$ cat src/rtl/mem_ram_be.sv
// rtl/mem_ram_be.sv - single-port byte-enable RAM with registered read pipeline and clear sweep
module mem_ram_be #(
  parameter int ADDR_WIDTH     = 4,
  parameter int DATA_WIDTH     = 16,
  parameter int DEPTH          = 16,
  parameter int READ_LATENCY   = 1,
  parameter int CLEAR_ON_RESET = 1
) (
  input  logic                    clk,
  input  logic                    rst_n,
  input  logic                    cs,
  input  logic                    we,
  input  logic                    oe,
  input  logic [ADDR_WIDTH-1:0]   addr,
  input  logic [DATA_WIDTH-1:0]   data,
  input  logic [DATA_WIDTH/8-1:0] be,
  input  logic                    clear,
  output logic [DATA_WIDTH-1:0]   read_data,
  output logic                    read_valid,
  output logic                    busy,
  output logic                    err
);

  localparam int NB = DATA_WIDTH / 8;

  typedef enum logic {
    S_IDLE  = 1'b0,
    S_CLEAR = 1'b1
  } state_e;

  localparam state_e                RESET_STATE = (CLEAR_ON_RESET != 0) ? S_CLEAR : S_IDLE;
  localparam logic [ADDR_WIDTH:0]   DEPTH_W     = (ADDR_WIDTH+1)'(DEPTH);
  localparam logic [ADDR_WIDTH-1:0] LAST_ADDR   = ADDR_WIDTH'(DEPTH - 1);

  // Illegal parameter combinations stop elaboration rather than build a broken RAM.
  generate
    if ((DATA_WIDTH % 8) != 0 || DATA_WIDTH < 8) begin : g_bad_width
      $error("mem_ram_be: DATA_WIDTH must be a positive multiple of 8");
    end
    if (DEPTH < 1 || DEPTH > (1 << ADDR_WIDTH)) begin : g_bad_depth
      $error("mem_ram_be: DEPTH must be in 1..2**ADDR_WIDTH");
    end
    if (READ_LATENCY != 1 && READ_LATENCY != 2) begin : g_bad_lat
      $error("mem_ram_be: READ_LATENCY must be 1 or 2");
    end
  endgenerate

  // Storage array; deliberately not reset, the clear sweep zeroes it.
  logic [DATA_WIDTH-1:0] mem_q [DEPTH];

  state_e                state_q, state_d;
  logic [ADDR_WIDTH-1:0] cnt_q, cnt_d;
  logic [DATA_WIDTH-1:0] rd_data1_q, rd_data1_d;
  logic                  rd_vld1_q, rd_vld1_d;
  logic                  err_q, err_d;

  logic                  req_acc;
  logic                  in_range;
  logic [ADDR_WIDTH-1:0] rd_idx;
  logic [DATA_WIDTH-1:0] cur_word;
  logic [DATA_WIDTH-1:0] lane_mask;
  logic [DATA_WIDTH-1:0] merged_word;
  logic [DATA_WIDTH-1:0] rd_word;
  logic                  mem_we;
  logic [ADDR_WIDTH-1:0] mem_waddr;
  logic [DATA_WIDTH-1:0] mem_wdata;

  assign busy = (state_q == S_CLEAR);

  // Request decode: a clear in the same cycle wins and drops the request.
  always_comb begin
    req_acc   = cs & (we | oe) & ~busy & ~clear;
    in_range  = ({1'b0, addr} < DEPTH_W);
    rd_idx    = in_range ? addr : '0;
    cur_word  = mem_q[rd_idx];
    lane_mask = '0;
    for (int i = 0; i < NB; i++) begin
      lane_mask[8*i +: 8] = {8{be[i] & we}};
    end
    // Write-first: a same-cycle read sees the old word with new enabled lanes.
    merged_word = (cur_word & ~lane_mask) | (data & lane_mask);
    rd_word     = in_range ? merged_word : '0;
  end

  // Array write port, shared between the sweep (zero fill) and accepted writes.
  always_comb begin
    mem_we    = 1'b0;
    mem_waddr = addr;
    mem_wdata = merged_word;
    if (busy) begin
      mem_we    = 1'b1;
      mem_waddr = cnt_q;
      mem_wdata = '0;
    end else if (req_acc && we && in_range && (|be)) begin
      mem_we    = 1'b1;
    end
  end

  // Array storage update.
  always_ff @(posedge clk) begin
    if (mem_we) begin
      mem_q[mem_waddr] <= mem_wdata;
    end
  end

  // Clear sequencer next state: sweep one word per cycle, then return to idle.
  always_comb begin
    state_d = state_q;
    cnt_d   = cnt_q;
    case (state_q)
      S_IDLE: begin
        if (clear) begin
          state_d = S_CLEAR;
          cnt_d   = '0;
        end
      end
      S_CLEAR: begin
        if (cnt_q == LAST_ADDR) begin
          state_d = S_IDLE;
          cnt_d   = '0;
        end else begin
          cnt_d = cnt_q + ADDR_WIDTH'(1);
        end
      end
      default: begin
        state_d = S_IDLE;
        cnt_d   = '0;
      end
    endcase
  end

  // Clear sequencer registers.
  always_ff @(posedge clk or negedge rst_n) begin
    if (!rst_n) begin
      state_q <= RESET_STATE;
      cnt_q   <= '0;
    end else begin
      state_q <= state_d;
      cnt_q   <= cnt_d;
    end
  end

  // First read stage and error strobe; read data holds between reads.
  always_comb begin
    rd_vld1_d  = req_acc & oe;
    rd_data1_d = rd_vld1_d ? rd_word : rd_data1_q;
    err_d      = req_acc & ~in_range;
  end

  // First read stage registers.
  always_ff @(posedge clk or negedge rst_n) begin
    if (!rst_n) begin
      rd_vld1_q  <= 1'b0;
      rd_data1_q <= '0;
      err_q      <= 1'b0;
    end else begin
      rd_vld1_q  <= rd_vld1_d;
      rd_data1_q <= rd_data1_d;
      err_q      <= err_d;
    end
  end

  assign err = err_q;

  generate
    if (READ_LATENCY == 2) begin : g_lat2
      logic [DATA_WIDTH-1:0] rd_data2_q, rd_data2_d;
      logic                  rd_vld2_q, rd_vld2_d;

      // Second read stage: forward stage one only when it carries a read.
      always_comb begin
        rd_vld2_d  = rd_vld1_q;
        rd_data2_d = rd_vld1_q ? rd_data1_q : rd_data2_q;
      end

      // Second read stage registers.
      always_ff @(posedge clk or negedge rst_n) begin
        if (!rst_n) begin
          rd_vld2_q  <= 1'b0;
          rd_data2_q <= '0;
        end else begin
          rd_vld2_q  <= rd_vld2_d;
          rd_data2_q <= rd_data2_d;
        end
      end

      assign read_valid = rd_vld2_q;
      assign read_data  = rd_data2_q;
    end else begin : g_lat1
      assign read_valid = rd_vld1_q;
      assign read_data  = rd_data1_q;
    end
  endgenerate

endmodule

$ cat config.mk
export PLATFORM = sky130hd
export DESIGN_NAME = mem_ram_be
export DESIGN_NICKNAME = d
export VERILOG_FILES = /design/src/rtl/mem_ram_be.sv
export SDC_FILE = /design/constraint.sdc
export NUM_CORES = 1
export LEC_CHECK = 0
export ABC_AREA = 1
export BUFFER_PORTS_ARGS = -buffer_cell sky130_fd_sc_hd__buf_2
export CORE_ASPECT_RATIO = 0.7
export CORE_MARGIN = 4
export CORE_UTILIZATION = 45
export DETAILED_ROUTE_END_ITERATION = 8
export SYNTH_ARGS = -nofsm -noshare
export SYNTH_HDL_FRONTEND = slang
export SYNTH_SLANG_ARGS = --single-unit
$ cat constraint.sdc
create_clock -name clk -period 4 [get_ports clk]
set_input_delay 0.8 -clock clk [delete_from_list [all_inputs] [get_ports clk]]
set_output_delay 0.8 -clock clk [all_outputs]
set_load 0.1 [all_outputs]
Word-level counts from Yosys, hierarchy flattened
Memories as Yosys holds them, arrays and structs flattened.
Cells that the tools add are included.

storage, ports and cells
  flip-flop bits (word level) = 22
  bits in latches = 0
  bits in writable memories = 256
  memory bits (read-only) = 0
  input bits = 28
  output and inout bits = 19
  logic and storage cells = 36
  memories kept = 1

cells by class
  add/subtract/negate cells = 1
  multiply operators = 0
  divide/modulo/power cells = 0
  magnitude comparators = 0
  eq/ne operators = 2
  shifts and indexed selects = 0
  multiplexer cells = 12
  bitwise logic cells = 13
  reduce and logical (&&, ||, !) cells = 3

memory list
  memory  words  bits a word  read ports  clocked after memory_dff  wr ports  line  source
  mem_q   16     16           1           0                         1         49    logic [DATA_WIDTH-1:0] mem_q [DEPTH];

operators with widths
  cell                 number
  $and 16x16->16       2
  $mux 16              1
  $not 16->16          1
  $or 16x16->16        1
  $mux 4               3
  $pmux 4 s2           1
  $and 1x1->1          6
  $mux 1               6
  $add 4x1->4 const B  1
  $eq 4x4->1 const B   1
  $logic_and 1x1->1    2
  $ne 2x2->1 const B   1
  $not 1->1            2
  $pmux 1 s2           1
  $reduce_or 2->1      1
  $or 1x1->1           1

Logic depth before layout (Yosys ltp)
Gate-level depths: netlist (run 1).

  word-level depth = 10
  gate-level depth with buffers = 11
  depth with buffers taken out = 9

Worst setup path before layout (run 1)
No wires, ideal clock.

  path type = register -> register
  start point = reg state_q (netlist: busy)
  end point = mem mem_q[0][0] (enable)
  setup time = 0.388 ns
  arrival = 2.269 ns
  required time = 3.612 ns
  setup slack = 1.342 ns
  stages on the path, launching flop included = 8
  buffers on the path = 1
  path through = dfstp_2 buf_2 nand2_1 o21ai_0 inv_1 nor2_1 nand2_1 nor2_1

between the ends
  word-level cells in the longest chain between the ends = 9
  elaborated cells on any way between the ends = 10

ends and longest elaborated chain
  what                             line  source
  start, declared                  51    state_e state_q, state_d;
  start signal, assigned           138   state_q <= state_d;
  $not 1->1                        72    req_acc = cs & (we | oe) & ~busy & ~clear;
  $and 1x1->1 (2 in series)        72
  $logic_and 1x1->1 (2 in series)  94    end else if (req_acc && we && in_range && (|be)) begin
  $mux 1                           94
  $mux 1                           90    if (busy) begin
  $mux 1                           101   if (mem_we) begin
  $mux 1 (implied by the code)     102   mem_q[mem_waddr] <= mem_wdata;
  end, declared                    49

Several ways; a longest one is shown, not always the timed one.

Final worst setup path (run 1)
  start point = in addr[0]
  end point = mem mem_q[11][14] (data pin)

between the ends
  word-level cells in the longest chain between the ends = 4

ends and longest elaborated chain
  what                     line  source
  start, declared          14    input logic [ADDR_WIDTH-1:0] addr,
  $mem_v2 16x16            --
  $and 16x16->16           81    merged_word = (cur_word & ~lane_mask) | (data & lane_mask);
  $or 16x16->16            81
  $mux 16                  90
  named net mem_wdata[14]  66    logic [DATA_WIDTH-1:0] mem_wdata;

The timed path passes the listed nets, and every way through them passes these cells.

==> run summary, run 1 <==
Peak VDD IR: 0.389 mV
Crit path required time: 4.20 ns
leading area contributor after synthesis: edfxtp_1
commonest non-fill, non-tap cell in the layout: nand2_1
fin crit period: 2.93 ns
Die Span X: 201 um
setup TNS: 0 ns
Critical Path Source Type: input pin
Final Cell Area: 13200 um^2
Worst Setup Path Type: in2reg
largest family of logic cells by synthesized area: simple AND/OR/NAND/NOR gates
Clock power frac: 26.4%
DRC: 0
simple-gate share of the synthesized area: 24.3%
clock root buffer: clkbuf_16
CP Launch Point: addr[0]
vias: 7959
crit path max fanout: 72
Worst-path clk slew: 0.07 ns
Mapped Nets: 1080
number of I/O port buffers: 45
Post-Syn Area: 11700 um^2
internal power: 0.00599 W
Synth Area in Compound Gates: 0.685%
multi-input combinational cell area: 2980 um^2
I/O pin count: 47
diode count: 0
cell count after synthesis: 1051
mux cell area share after synthesis: 0%
RSZ-0062 raised after global routing: false
Wirelength per Cell: 21.1 um
fmax: 341 MHz
final WL: 30.9 mm
fin nets: 1140
core area: 25600 um^2
Critical Path AT: 3.13 ns
Synth area leaders: edfxtp_1 66%, nand2_1 13%, nand3_1 9.5%
Area growth, synth to finish: 12.9%
Post-DRT Antenna Nets: 0
Synth Register Bits: 278
std cell rows: 49
syn_area_per_cell: 11.1 um^2
Initial Util: 45.6%
reg2reg setup slack: 1.09 ns
Reg2Reg Depth: 5
cts hold-fix bufs: 0
Max-slew headroom: 25.6%
DR vias/cell: 5.44
Num CTS Buffers: 26
max-cap viol count: 0
Seq/Total Area, Yosys: 70.5%
Comb pwr share: 25.8%
Die Y: 143 um
gr ovfl total: 0
CP endpoint: mem_q[11][14]$_DFFE_PP_
register area: 8240 um^2
final hold violations: 0
final setup fails: 0
DIE AREA: 28700 um^2
P per Cell Area: 690 nW/um^2
Hold Path Class: in2async
Tcrit/Tclk final: 73.3%
number of post-CTS setup repair buffers: 0
DR pass1 iterations: 5
CTS Buffer Depth: 3
reg2reg start: busy$_DFF_PN1_
top-area cell type share of the netlist area: 65.8%
initial antenna violation count: 0
post-synth cell types: 25
Synth Area in XOR/XNOR: 0%
GRT Overall Usage: 21.3%
Resize count post-CTS: 0
pin count of the biggest net entering global routing: 73
worst slew pin tran: 1.11 ns
placed cell areas: 12400 um^2
RePlAce Congestion: 0.791
Fillers: 2310
H-tree level count: 1
synth warn: 0
share of cells above drive strength 1: 14.7%
Psw: 0.00312 W
crit end category: register
DP HPWL: 17.9 mm
Leak: 5.25 nW
commonest cells after routing, fill and taps aside: 391 x nand2_1, 256 x edfxtp_1, 223 x nand3_1
Final Skew: 0.0200 ns
final slew viol count: 0
number of global-route vias before repair: 7454
switching share of power: 34.2%
first-pass GRT wire length: 46.5 mm
Flop pwr share: 47.8%
drt first-iter violations: 785
Synth Area in Adders: 0.107%
status: finished clean
CTS tree: done
CTS Sinks: 278
Critical R2R Capture: read_data[15]$_DFFE_PN0P_
worst-skew pair later-pin latency: 0.54 ns
==> stage by stage <==
stage               utilization [%]  total power [W]  std cells  setup WS [ns]  hold slack [ns]
floorplan                         -          0.00586       1051           1.34            0.427
global placement               48.3          0.00673       1414          0.516            0.461
detailed placement             48.3          0.00676       1414          0.492            0.464
CTS                            51.5          0.00916       1462           1.08            0.255
global route                   51.5          0.00951       1462          0.763            0.269
finish                         51.5          0.00911       1462           1.07            0.248
==> how the worst min path moves through the flow <==
stage	startpoint	to	slack [ns]
global route	rst_n	cnt_q[2]$_DFFE_PN0P_	0.27
detailed placement	read_data[7]$_DFFE_PN0P_	read_data[7]$_DFFE_PN0P_	0.46
global placement	read_data[9]$_DFFE_PN0P_	read_data[9]$_DFFE_PN0P_	0.46
finish	rst_n	cnt_q[2]$_DFFE_PN0P_	0.25
CTS	rst_n	read_valid$_DFF_PN0_	0.26
floorplan	cnt_q[3]$_DFFE_PN0P_	busy$_DFF_PN1_	0.43
==> power groups by stage <==
stage	Clock [W]	Combinational [W]	Sequential (W)
after global routing	0.00257	0.00253	0.00441
after CTS	0.00245	0.00236	0.00435
after floorplan	0	0.00100	0.00486
final	0.00240	0.00235	0.00435
after detailed placement	0	0.00235	0.00441
after global placement	0	0.00233	0.00440
==> cells by family after synthesis <==
logic type                 count (synthesis)
adders and majority gates                  1
AOI/OAI and AO/OA                         14
other                                      1
DFF                                      278
buffers and inverters                     89
and+or+nand+nor                          668
==> routing by layer <==
layer / track usage, % / routed length (um) / vias up
li1: - / - / 3721
met1: 32.7 / 14400 / 3921
met3: 3.18 / 2170 / 34
met2: 32.8 / 13800 / 283
met4: 4.20 / 486 / 0
met5: 0 / 0 / -
==> cell usage after synthesis, drive strengths merged <==
cell type / number
o21ai: 9
nand2: 391
o211ai: 2
or2: 16
o32ai: 1
nor2: 37
dfstp: 1
dfrtp: 21
clkbuf: 7
a31oi: 1
nand3: 224
buf: 52
inv: 28
a21oi: 1
clkinv: 2
conb: 1
ha: 1
edfxtp: 256
==> flip-flops by register name, indices dropped and copies added, names as in the netlist <==
| name | cells |
|---|---|
| cnt_q | 4 |
| read_valid | 1 |
| busy | 1 |
| mem_q | 256 |
| read_data | 16 |
==> worst max-delay path, stage by stage <==
cell	delay, ns
buf_4	0.20
inv_4	0.50
buf_12	0.37
nand2_1	0.09
nand2_1	0.07
nand2_1	0.05
nand3_1	0.09
nand3_1	0.07
nand3_1	0.09
nand2_1	0.07
nor2_1	0.66
==> layout make-up <==
class | instances | area share (%)
Sequential cell | 278 | 62.4
Clock buffer | 37 | 5.71
Multi-Input combinational cell | 684 | 22.6
Inverter | 30 | 0.872
Timing Repair Buffer | 91 | 4.72
Tap cell | 331 | 3.14
Clock inverter | 11 | 0.569
(Power assumes the default switching activity.)
==> run 2, diff against run 1 <==
==> constraint.sdc (replaced) <==
create_clock -name clk -period 2.6 [get_ports clk]
set_input_delay 0.52 -clock clk [delete_from_list [all_inputs] [get_ports clk]]
set_output_delay 0.52 -clock clk [all_outputs]
set_load 0.1 [all_outputs]
==> run 2 against run 1 <==
Non-clock buffer count is 31 higher. Count of clock-buffer cells in the layout is 4 lower. Routed wire length is 4.3% lower. Clock skew is 0.0019 ns lower. Via count is 0.18% higher. Clock power is 54% higher. Global-route usage is 0.50 points lower. Worst setup slack worse by 0.78 ns. Sequential cell count stayed put. Critical path depth is 9 lower. Largest cell class unchanged.
==> run summary, run 2 (synthesis gave the netlist of run 1 again) <==
status: finished clean (unchanged)
Peak VDD IR: 0.720 mV (was 0.389 mV)
number of global-route vias before repair: 7633 (was 7454)
commonest non-fill, non-tap cell in the layout: nand2_1 (unchanged)
drt first-iter violations: 749 (was 785)
Max-slew headroom: 34.5% (was 25.6%)
std cell rows: 49 (unchanged)
final hold violations: 0 (unchanged)
Leak: 5.41 nW (was 5.25 nW)
Final Cell Area: 13500 um^2 (was 13200 um^2)
DP HPWL: 18.5 mm (was 17.9 mm)
Crit path required time: 2.08 ns (was 4.20 ns)
Tcrit/Tclk final: 89.0%
gr ovfl total: 0 (unchanged)
fmax: 432 MHz
first-pass GRT wire length: 46.2 mm (was 46.5 mm)
hold slack final: 0.272 ns (was 0.248 ns)
commonest cells after routing, fill and taps aside: 391 x nand2_1, 256 x edfxtp_1, 223 x nand3_1 (unchanged)
DR vias/cell: 5.34 (was 5.44)
number of I/O port buffers: 45 (unchanged)
Area growth, synth to finish: 15.6% (was 12.9%)
DR pass1 iterations: 5 (unchanged)
slowest cell on the critical path: dfstp_2 (was nor2_1)
Worst-path clk slew: 0.06 ns (was 0.07 ns)
Final Skew: 0.0180 ns (was 0.0200 ns)
Worst Setup Path Type: reg2out (was in2reg)
final WL: 29.6 mm (was 30.9 mm)
I/O pin count: 47 (unchanged)
diode count: 0 (unchanged)
fin nets: 1171 (was 1140)
final slew viol count: 0 (unchanged)
worst-skew pair later-pin latency: 0.55 ns (was 0.54 ns)
crit path max fanout: 11 (was 72)
fin crit period: 2.31 ns
GRT Overall Usage: 20.8% (was 21.3%)
max-cap viol count: 0 (unchanged)
vias: 7973 (was 7959)
final setup fails: 0 (unchanged)
pin count of the biggest net entering global routing: 62 (was 73)
Wirelength per Cell: 19.8 um (was 21.1 um)
Die Span X: 201 um (unchanged)
Initial Util: 45.6% (unchanged)
placed cell areas: 12700 um^2 (was 12400 um^2)
RSZ-0062 raised after global routing: false (unchanged)
CTS Sinks: 278 (unchanged)
Critical Path AT: 1.79 ns (was 3.13 ns)
DIE AREA: 28700 um^2 (unchanged)
RePlAce Congestion: 0.846 (was 0.791)
Num CTS Buffers: 26 (unchanged)
critical path's top delay family: buffers and inverters (was simple AND/OR/NAND/NOR gates)
Hold Path Class: in2reg (was in2async)
Crit path largest cell delay: 0.57 ns (was 0.66 ns)
worst slew pin tran: 0.978 ns (was 1.11 ns)
core area: 25600 um^2 (unchanged)
crit end category: output pin (was register)
clock root buffer: clkbuf_16 (unchanged)
Top reg by flops: mem_q (unchanged)
Die Y: 143 um (unchanged)
CTS tree: done (unchanged)
Buffers & Inverters on Critical Path: 2 (was 3)
share of cells above drive strength 1: 16.6% (was 14.7%)
CP Cell Sequence: buf_4 -> buf_2 (was buf_4 -> inv_4 -> buf_12 -> nand2_1 -> nand2_1 -> nand2_1 -> nand3_1 -> nand3_1 -> nand3_1 -> nand2_1 -> nor2_1)
initial antenna violation count: 0 (unchanged)
CTS Buffer Depth: 3 (unchanged)
H-tree level count: 1 (unchanged)
DRC: 0 (unchanged)
max FFs per register: 256 (unchanged)
P per Cell Area: 1040 nW/um^2 (was 690 nW/um^2)
Post-DRT Antenna Nets: 0 (unchanged)
Critical Path Source Type: register (was input pin)
[run 2: changes by cell type in the layout (fill, tap and decap cells not counted), moves of 2 or more]
cell / previous run / this run
clkbuf_8: 4 / 1
buf_12: 4 / 12
clkinv_1: 6 / 8
buf_4: 43 / 65
[run 2: through the flow]
stage,total power [W],setup TNS [ns],cells,setup WS (ns),utilization [%]
floorplan,0.00902,-13.32,1051,-0.0578,-
global placement,0.0104,0,1444,0.0877,49.5
detailed placement,0.0105,0,1444,0.0549,49.5
CTS,0.0142,0,1492,0.280,52.8
global route,0.0147,0,1492,0.176,52.8
finish,0.0141,0,1492,0.287,52.8
[run 2: path summary, 6_finish.rpt]
path	startpoint	slack (ns)	cells past startpoint	to
worst max-delay path	busy$_DFF_PN1_	0.29	2	busy
min in group asynchronous	rst_n	0.50	2	read_data[13]$_DFFE_PN0P_
max in group asynchronous	rst_n	1.73	2	busy$_DFF_PN1_
worst min register to register	read_data[15]$_DFFE_PN0P_	0.47	2	read_data[15]$_DFFE_PN0P_
worst max register to register	busy$_DFF_PN1_	0.37	8	mem_q[2][1]$_DFFE_PP_
worst min-delay path	clear	0.27	4	cnt_q[0]$_DFFE_PN0P_
[run 2: final cells by class]
| cell class | count | area, um^2 |
|---|---|---|
| Fill cell | 2263 | 12100 |
| Sequential cell | 278 | 8240 |
| Multi-Input combinational cell | 684 | 2980 |
| Timing Repair Buffer | 122 | 958 |
| Clock buffer | 33 | 687 |
| Tap cell | 331 | 414 |
| Clock inverter | 14 | 130 |
| Inverter | 30 | 114 |
[run 2: layer usage]
layer / vias to the layer above / routed length [um] / part of all wire [%] / track usage (%)
met2: 290 / 12700 / 43 / 31.3
met1: 3854 / 14000 / 47 / 31.7
met5: - / 0 / 0 / 0
li1: 3785 / - / - / -
met3: 44 / 2300 / 7.8 / 4.22
met4: 0 / 599 / 2.0 / 4.45
[run 2: report_power, final]
part	switching, W	internal [W]	total, W
logic	0.00286	0.000904	0.00376
registers	0.000296	0.00634	0.00664
clock network	0.00162	0.00207	0.00369
total	0.00477	0.00932	0.0141
[run 2: worst min-delay path, cell delays in order]
cell and delay, ns:
buf_2 0.10, nor2_4 0.05, nand2_1 0.05, nand2_1 0.04
[run 2: repair_timing]
item	4_1_cts	5_1_grt
hold buffers	1	0
endpoints found under the setup margin	0	0
buffers inserted	0	0
endpoints found under the hold margin	21	0
resized for setup	0	0
==> run 3, diff against run 2 <==
--- a/config.mk
+++ b/config.mk
@@ -5,7 +5,7 @@
 export SDC_FILE = /design/constraint.sdc
 export NUM_CORES = 1
 export LEC_CHECK = 0
-export ABC_AREA = 1
+export ABC_AREA = 0
 export BUFFER_PORTS_ARGS = -buffer_cell sky130_fd_sc_hd__buf_2
 export CORE_ASPECT_RATIO = 0.7
 export CORE_MARGIN = 4
==> run 3 against run 2 <==
Sequential share of layout area shrank 1.3 points. Synthesized cell count is 36% lower. Power fell by 2.8%. Die area shrank 2.3%. Combinational power increased by 2%. Via count is 18% lower. Clock skew fell by 0.0038 ns. Clock power fell by 6.8%. Routed wire length down 5.8%. Core utilization grew 2.9 points. Largest power group unchanged. Highest routed layer unchanged.
==> run summary, run 3 <==
switching share of power: 33.1% (was 33.8%)
Wirelength per Cell: 24.1 um (was 19.8 um)
Clock power frac: 25.1% (was 26.2%)
post-synth cell types: 47 (was 25)
critical path's top delay family: flip-flops (was buffers and inverters)
P per Cell Area: 991 nW/um^2 (was 1040 nW/um^2)
Critical Path Stages: 2 (unchanged)
internal power: 0.00916 W (was 0.00932 W)
Synth Register Bits: 278 (unchanged)
cts hold-fix bufs: 0 (was 1)
CP endpoint: busy (unchanged)
crit path max fanout: 24 (was 11)
DR vias/cell: 5.65 (was 5.34)
CP Launch Point: busy$_DFF_PN1_ (unchanged)
placed cell areas: 13000 um^2 (was 12700 um^2)
slowest cell on the critical path: dfstp_2 (unchanged)
async set-reset flop share out of synthesis: 7.91% (unchanged)
fin nets: 843 (was 1171)
count leader, synth: edfxtp_1 (was nand2_1)
Top reg by flops: mem_q (unchanged)
status: finished clean (unchanged)
Peak VDD IR: 0.571 mV (was 0.720 mV)
vias: 6533 (was 7973)
Die Span X: 198 um (was 201 um)
Final Skew: 0.0142 ns (was 0.0180 ns)
DRC: 0 (unchanged)
pin count of the biggest net entering global routing: 41 (was 62)
final slew viol count: 0 (unchanged)
RSZ-0062 raised after global routing: false (unchanged)
std cell rows: 48 (was 49)
Crit path largest cell delay: 0.77 ns (was 0.57 ns)
crit end category: output pin (unchanged)
initial antenna violation count: 0 (unchanged)
I/O pin count: 47 (unchanged)
worst slew pin tran: 1.17 ns (was 0.978 ns)
share of cells above drive strength 1: 30.8% (was 16.6%)
number of I/O port buffers: 45 (unchanged)
Critical R2R Capture: mem_q[2][11]$_DFFE_PP_ (was mem_q[2][1]$_DFFE_PP_)
CTS Buffer Depth: 3 (unchanged)
CP Cell Sequence: buf_4 -> buf_4 (was buf_4 -> buf_2)
commonest cells in the netlist: 256 x edfxtp_1, 115 x mux2i_1, 42 x a22oi_1, 35 x nor2_1, 32 x a21oi_1 (was 391 x nand2_1, 256 x edfxtp_1, 223 x nand3_1, 36 x nor2_1, 26 x inv_1)
Die Y: 141 um (was 143 um)
Synth area leaders: edfxtp_1 67%, mux2i_1 10%, dfrtp_1 4.6% (was edfxtp_1 66%, nand2_1 13%, nand3_1 9.5%)
Hold Path Class: in2async (was in2reg)
cell count after synthesis: 670 (was 1051)
syn_area_per_cell: 17.0 um^2 (was 11.1 um^2)
first-pass GRT wire length: 41.7 mm (was 46.2 mm)
Post-DRT Antenna Nets: 0 (unchanged)
Post-synth EDFFs: 256 (unchanged)
leading area contributor after synthesis: edfxtp_1 (unchanged)
GRT Overall Usage: 19.9% (was 20.8%)
DP HPWL: 17.3 mm (was 18.5 mm)
reg2reg start: busy$_DFF_PN1_ (unchanged)
Tcrit/Tclk final: 96.3% (was 89.0%)
clock root buffer: clkbuf_16 (unchanged)
Worst Setup Path Type: reg2out (unchanged)
RePlAce Congestion: 0.817 (was 0.846)
fin crit period: 2.50 ns (was 2.31 ns)
Initial Util: 46.0% (was 45.6%)
Flop pwr share: 47.0% (was 47.1%)
Synth Flop Type: edfxtp_1 (unchanged)
Seq/Total Area, Yosys: 72.2% (was 70.5%)
Buffers & Inverters on Critical Path: 2 (unchanged)
Post-Syn Area: 11400 um^2 (was 11700 um^2)
hold slack final: 0.0888 ns (was 0.272 ns)
Crit path required time: 2.08 ns (about the same)
commonest non-fill, non-tap cell in the layout: edfxtp_1 (was nand2_1)
drt first-iter violations: 422 (was 749)
Critical Path Source Type: register (unchanged)
Leak: 5.16 nW (was 5.41 nW)
Max-slew headroom: 21.4% (was 34.5%)
worst-skew pair later-pin latency: 0.52 ns (was 0.55 ns)
reg2reg setup slack: 0.34 ns (was 0.37 ns)
Critical Path AT: 1.98 ns (was 1.79 ns)
DR pass1 iterations: 4 (was 5)
CP most frequent cell: buf_4
Worst-path clk slew: 0.06 ns (about the same)
number of global-route vias before repair: 6739 (was 7633)
gr ovfl total: 0 (unchanged)
H-tree level count: 1 (unchanged)
Mapped Nets: 699 (was 1080)
Comb pwr share: 27.9% (was 26.7%)
CTS Sinks: 278 (unchanged)
Area growth, synth to finish: 21.1% (was 15.6%)
Num CTS Buffers: 27 (was 26)
top-area cell type share of the netlist area: 67.4% (was 65.8%)
diode count: 0 (unchanged)
Reg2Reg Depth: 4 (was 8)
final hold violations: 0 (unchanged)
final setup fails: 0 (unchanged)
commonest cells after routing, fill and taps aside: 256 x edfxtp_1, 115 x mux2i_1, 82 x buf_4 (was 391 x nand2_1, 256 x edfxtp_1, 223 x nand3_1)
fmax: 399 MHz (was 432 MHz)
DIE AREA: 28000 um^2 (was 28700 um^2)
overall power: 0.0137 W (was 0.0141 W)
max FFs per register: 256 (unchanged)
Final Cell Area: 13800 um^2 (was 13500 um^2)
core area: 24800 um^2 (was 25600 um^2)
synth warn: 0 (unchanged)
max-cap viol count: 0 (unchanged)
CTS tree: done (unchanged)
Psw: 0.00453 W (was 0.00477 W)
final WL: 27.9 mm (was 29.6 mm)
-- run 3: cell count changes after synthesis, moves of 16 or more --
cell / previous run / this run
mux2i_1: 0 / 115
nand2_1: 391 / 27
nand3_1: 223 / 3
inv_1: 26 / 6
a21oi_1: 1 / 32
or2_2: 16 / 0
a22oi_1: 0 / 42
-- run 3: kinds of logic (layout without fill, tap and decap cells) --
| kind of cell | count (synthesis) | in the layout | share of synthesized area, % |
|---|---|---|---|
| mux | 123 | 123 | 11.6 |
| compound gates | 123 | 123 | 9.16 |
| buf+inv | 44 | 205 | 2.68 |
| other cells | 1 | 1 | 0.0329 |
| fa+ha+maj | 1 | 1 | 0.110 |
| flops | 278 | 278 | 72.2 |
| simple gates | 99 | 99 | 4.11 |
| xor+xnor | 1 | 1 | 0.0768 |
-- run 3: layer usage --
metal | track usage [%] | vias to the layer above | share of wire, %
met2 | 32.4 | 143 | 47
li1 | - | 2973 | -
met1 | 29.2 | 3384 | 47
met4 | 3.40 | 0 | 1.5
met3 | 2.84 | 33 | 4.0
met5 | 0 | - | 0
-- run 3: worst min-delay path by stage --
stage | end | start | slack [ns]
2_1_floorplan | cnt_q[0]$_DFFE_PN0P_ | rst_n | 0.22
3_3_place_gp | read_data[15]$_DFFE_PN0P_ | read_data[15]$_DFFE_PN0P_ | 0.46
4_1_cts | read_data[13]$_DFFE_PN0P_ | rst_n | 0.08
3_5_place_dp | read_data[5]$_DFFE_PN0P_ | read_data[5]$_DFFE_PN0P_ | 0.46
5_1_grt | read_data[13]$_DFFE_PN0P_ | rst_n | 0.1
6_report | read_data[13]$_DFFE_PN0P_ | rst_n | 0.09
-- run 3: worst reg2reg max path, stage by stage (launching register included) --
cell and delay [ns]:
dfstp_2 0.77, o21bai_1 0.25, o21ai_0 0.33, nor2_2 0.37, buf_12 0.23
-- run 3: through the flow --
step	std cells	setup TNS (ns)	setup slack [ns]	util (%)
floorplan	670	-17.09	-0.0830	-
finish	1156	0	0.0968	55.7
global route	1156	0	0.00265	55.7
global placement	1109	-8.85	-0.0962	52.6
CTS	1155	0	0.0815	55.6
detailed placement	1109	-30.02	-0.395	52.6
-- run 3: repair_timing --
item | CTS | global route
gates resized for setup | 1 | 0
setup endpoints to repair | 1 | 0
buffers inserted | 0 | 0
-- run 3: power groups by stage --
stage          clock [W]  sequential [W]  combinational (W)
3_5_place_dp           0         0.00652            0.00380
6_report         0.00344         0.00643            0.00382
2_1_floorplan          0         0.00728            0.00148
3_3_place_gp           0         0.00648            0.00375
4_1_cts          0.00353         0.00644            0.00381
5_1_grt          0.00372         0.00651            0.00402
-- run 3: area by class of cell --
class	instances	area (um^2)
Fill cell	1948	11000
Sequential cell	278	8240
Multi-Input combinational cell	348	3010
Timing Repair Buffer	153	1380
Clock buffer	37	713
Tap cell	325	407
Clock inverter	9	41.3
Inverter	6	22.5
